$ cat config.mk
export PLATFORM = sky130hd
export DESIGN_NAME = and_unit_rr_arbiter
export DESIGN_NICKNAME = d
export VERILOG_FILES = /design/src/rtl/and_unit_rr_arbiter.sv
export SDC_FILE = /design/constraint.sdc
export NUM_CORES = 1
export LEC_CHECK = 0
export BUFFER_PORTS_ARGS = -buffer_cell sky130_fd_sc_hd__buf_2
export CAP_MARGIN = 20
export CELL_PAD_IN_SITES_DETAIL_PLACEMENT = 0
export CELL_PAD_IN_SITES_GLOBAL_PLACEMENT = 1
export CORE_ASPECT_RATIO = 1.75
export CORE_UTILIZATION = 32
export DETAILED_ROUTE_END_ITERATION = 10
export PLACE_DENSITY_LB_ADDON = 0.15
export SLEW_MARGIN = 40
export SYNTH_ARGS = -nofsm -noshare
export SYNTH_HDL_FRONTEND = slang
export SYNTH_SLANG_ARGS = --single-unit
$ cat constraint.sdc
create_clock -name clk -period 2.9 [get_ports clk]
set_input_delay 0.435 -clock clk [delete_from_list [all_inputs] [get_ports clk]]
set_output_delay 0.435 -clock clk [all_outputs]
set_load 0.02 [all_outputs]
$ cat src/rtl/and_unit_rr_arbiter.sv
// Round-robin arbiter sharing one registered bitwise-AND unit among
// NUM_REQ requesters, with a valid/ready response channel and op counter.
module and_unit_rr_arbiter #(
    parameter  int NUM_REQ = 4,
    parameter  int WIDTH   = 8,
    localparam int ID_W    = $clog2(NUM_REQ)
) (
    input  logic                     clk,
    input  logic                     rst,
    input  logic [NUM_REQ-1:0]       req_valid,
    output logic [NUM_REQ-1:0]       req_ready,
    input  logic [NUM_REQ*WIDTH-1:0] req_a,
    input  logic [NUM_REQ*WIDTH-1:0] req_b,
    output logic                     rsp_valid,
    input  logic                     rsp_ready,
    output logic [WIDTH-1:0]         rsp_data,
    output logic [ID_W-1:0]          rsp_id,
    output logic [15:0]              op_count
);

    logic [ID_W-1:0]  r_ptr;
    logic             r_valid;
    logic [WIDTH-1:0] r_data;
    logic [ID_W-1:0]  r_id;
    logic [15:0]      r_cnt;

    logic             w_found;
    logic [ID_W-1:0]  w_grant;
    logic [ID_W-1:0]  w_idx;
    logic             w_can_accept;
    logic             w_xfer;
    logic             w_done;
    logic [WIDTH-1:0] w_a;
    logic [WIDTH-1:0] w_b;
    logic [ID_W-1:0]  w_ptr_next;
    int               w_sum;

    assign w_can_accept = !r_valid || rsp_ready;
    assign w_xfer       = w_found && w_can_accept && !rst;
    assign w_done       = r_valid && rsp_ready;

    // First set request at or after r_ptr, wrapping modulo NUM_REQ.
    always_comb begin
        w_found = 1'b0;
        w_grant = '0;
        w_idx   = '0;
        w_sum   = 0;
        for (int k = 0; k < NUM_REQ; k++) begin
            w_sum = int'(r_ptr) + k;
            if (w_sum >= NUM_REQ)
                w_sum = w_sum - NUM_REQ;
            w_idx = ID_W'(w_sum);
            if (!w_found && req_valid[w_idx]) begin
                w_found = 1'b1;
                w_grant = w_idx;
            end
        end
    end

    always_comb begin
        req_ready = '0;
        if (w_xfer)
            req_ready[w_grant] = 1'b1;
    end

    always_comb begin
        w_a = '0;
        w_b = '0;
        for (int i = 0; i < NUM_REQ; i++) begin
            if (w_grant == ID_W'(i)) begin
                w_a = req_a[i*WIDTH +: WIDTH];
                w_b = req_b[i*WIDTH +: WIDTH];
            end
        end
    end

    assign w_ptr_next = (w_grant == ID_W'(NUM_REQ - 1)) ? '0
                      : w_grant + ID_W'(1);

    always_ff @(posedge clk or posedge rst) begin
        if (rst) begin
            r_ptr   <= '0;
            r_valid <= 1'b0;
            r_data  <= '0;
            r_id    <= '0;
            r_cnt   <= '0;
        end else begin
            if (w_xfer) begin
                r_data  <= w_a & w_b;
                r_id    <= w_grant;
                r_valid <= 1'b1;
                r_ptr   <= w_ptr_next;
            end else if (w_done) begin
                r_valid <= 1'b0;
            end
            if (w_done && r_cnt != 16'hFFFF)
                r_cnt <= r_cnt + 16'd1;
        end
    end

    assign rsp_valid = r_valid;
    assign rsp_data  = r_data;
    assign rsp_id    = r_id;
    assign op_count  = r_cnt;

endmodule
==> results.md <==
* Yosys warning count at 0
* CORE AREA at 5590 µm²
* Largest net degree at the start of global routing at 20
* Status: finished clean
* Die Height at 103 µm
* Final antenna-violating net count at 0
* Unrepaired setup endpoints after global routing: no
* Drt pass-1 iters at 4
* Inserted Diodes at 0
* Die ar. at roughly 6000 µm²
* Total Neg Setup Slack at 0 ns
* Startpoint types: flop
* Crit path required time at 2.47 ns
* Pwr per Cell Area at 653 nW/µm²
* Internal power at 1020 µW
* Met1 Use GR at 0.183
* Area leader, netlist: dfrtp_1
* R2r setup slk at 0.48 ns
* Most frequent cells in the layout: buf_2 (101), dfrtp_1 (29), nand3_1 (21)
* Row cnt at 36
* Bufs on Longest Clock Path at 2
* Net switching power at ~660 µW
* CP Cell Sequence: inv_1 -> a22o_1 -> a221oi_1 -> nor2b_1 -> ha_1 -> and2_1 -> buf_2
* Net Count, Synth at 271
* Met2 usage at 0.369
* Netlist Area Pre-Place at approximately 1900 µm²
* Setup-failing EPs final at 0
* H-tree Lvls at 2
* Gr usage total at 0.187
* Crit path max-delay family: compound AO/OA/AOI/OAI gates
* R2R Path Start: r_ptr[0]
* Crit share post-route at 0.923
* CTS tree: built
* DR DRC count at 0
* PortBufs at a little over 100
* Commonest non-fill, non-tap cell in the layout: buf_2
* Met3 usage at 0.0376
* Initial antenna violation count at 0
* Tmin final at 2.68 ns
* Post-synth top area share at 0.389
* Leakage power at 0.00130 µW
* CTS Sinks at 29
* Clock Power Share at 0.219
* # resized after CTS at 0
* Top-Level Pins at 102
* Synth unique cells at 40
* Reg-to-Reg End: rsp_data[7]
* Cells after Synth at 195
* Bufs and invs on worst path at 2
* CP max stage delay at about 0.41 ns
* Chip width at around 60 µm
* Worst clock skew at 0.00826 ns
* Critical path type: flop to output port
* Share of cells above drive strength 1 at 0.439
* Worst Tran Pin Value at 0.606 ns
* Max Cap Violations at 0
* Critical path destination: req_ready[1]
* Clock-pin slew on the worst setup and hold paths at 0.07 ns
* Final Max Slew Viols at 0
* Post-CTS Setup Bufs at 0
* # hold bufs at CTS at 0
* Crit. path cell count at 7
* Non-Filler Instances at 379
* Vias in the first global route at between 1.5k and 2k
* Yosys reg bits at 29
* Initial Utilization at 0.334
* CP startpoint: r_ptr[0]
* Via density at about 5
* Placed Instances at 371
* Critical path peak fanout at 8
* Peak Freq at 0.374 GHz
* Critical Path Sink Type: output port
* Switch share at 0.393
* DRT iter0 DRCs at 110
* Routability cong. at 0.754
* # nets final at 378
* DRT Wirelength at 5650 µm
* WL/cell at 14.9 µm
* Fillers at 611
* Mean Syn Cell Area at 9.57 µm²
* HPWL after DPL at 4540 µm
* Overflow after GRT at 0
* Depth of the worst register-to-register path at 10
* Area grow syn2layout at 38.6%
* CP max stage cell: a221oi_1
* Gr busiest metal: met2
* Worst min-delay path class: input port to async pin
* Skew-Pair Late Insertion Delay at between 0.2 and 0.3 ns
* DR vias at 1887
* Critical Path AT at 2.24 ns
* Synth top area cells: dfrtp_1 (39%), nand3_1 (5.6%), xnor2_1 (4.2%), nand4b_1 (3.8%), o21bai_1 (3.6%)
* First-pass GRT wire length at roughly 8400 µm
* Inserted Clock Buffers at 5
* Root Driver: clkbuf_8
* Sequential fraction of the synthesis area at 0.389
* Sequential power share at 0.355
* Maximum vdd drop at between 300 and 400 µV
* Slew HR at 0.593
* Final Hold Viols at 0
* Logic gate share of total power at 0.426
[Yosys cell counts (all sizes together)]
| master | count |
|---|---|
| a21oi | 13 |
| a221oi | 1 |
| a22o | 1 |
| a31oi | 8 |
| and2 | 5 |
| and3 | 10 |
| and4 | 2 |
| buf | 2 |
| clkbuf | 4 |
| dfrtp | 29 |
| ha | 5 |
| inv | 6 |
| mux2 | 4 |
| nand2 | 8 |
| nand2b | 3 |
| nand3 | 21 |
| nand4 | 6 |
| nand4b | 8 |
| nor2 | 14 |
| nor2b | 2 |
| nor3 | 3 |
| nor4 | 6 |
| nor4b | 1 |
| o2111ai | 1 |
| o211ai | 1 |
| o21ai | 5 |
| o21bai | 10 |
| o32a | 1 |
| or3 | 1 |
| xnor2 | 9 |
| xor2 | 5 |
[logic make-up after synthesis]
family | Yosys count | share of synthesized area
compound gates | 41 | 0.147
xor+xnor | 14 | 0.0657
fa+ha+maj | 5 | 0.0335
buf+inv | 12 | 0.0255
flops | 29 | 0.389
mux | 4 | 0.0241
simple gates | 90 | 0.316
[stage by stage]
| step | utilization | hold slack, ns | setup slack, ns | total power [µW] | cell area (µm²) |
|---|---|---|---|---|---|
| finish | 0.463 | 0.161 | 0.225 | 1690 | 2590 |
| global placement | 0.444 | 0.476 | 0.331 | 1330 | 2480 |
| floorplan | - | 0.513 | 0.426 | 1060 | 1870 |
| global route | 0.463 | 0.212 | 0.0165 | 1800 | 2590 |
| detailed placement | 0.445 | 0.484 | 0.288 | 1340 | 2490 |
| CTS | 0.463 | 0.172 | 0.194 | 1710 | 2590 |
[worst reg2reg max path: cells and delay by family (launching register included)]
family          cells  cell delay (ns)
compound gates      5             0.95
fa+ha+maj           1             0.33
buf+inv             2             0.27
flops               1             0.39
simple gates        2             0.37
[final cells by class]
type / instances / area (µm²) / share of cell area
multi-input combinational: 154 / 1100 / 0.425
sequential: 29 / 726 / 0.280
timing repair buffer: 106 / 543 / 0.210
clock buffer: 7 / 96.3 / 0.0372
tap: 76 / 95.1 / 0.0368
inverter: 6 / 22.5 / 0.00870
clock inverter: 1 / 5.00 / 0.00193
[power groups by stage]
stage	clock network (µW)	logic, µW	registers (µW)
finish	370	720	599
global route	400	790	613
CTS	383	732	600
detailed placement	0	731	606
global placement	0	725	606
floorplan	0	367	694
[layer usage]
layer | share of wire | vias up
li1 | - | 935
met1 | 0.38 | 862
met2 | 0.54 | 84
met3 | 0.070 | 6
met4 | 0.013 | 0
met5 | 0 | -
[state kept, by name, indices dropped and copies added, names as in the netlist]
name	flops
rsp_valid	1
r_ptr	2
rsp_id	2
rsp_data	8
op_count	16
[worst min-delay path by stage]
stage	start	end	slack (ns)
after detailed placement	rst	op_count[4]	0.48
after global routing	rst	op_count[4]	0.21
final	rst	op_count[4]	0.16
after global placement	rst	op_count[4]	0.48
after floorplan	rst	op_count[0]	0.51
after CTS	rst	op_count[4]	0.17
Power figures use the tool's default switching activity.
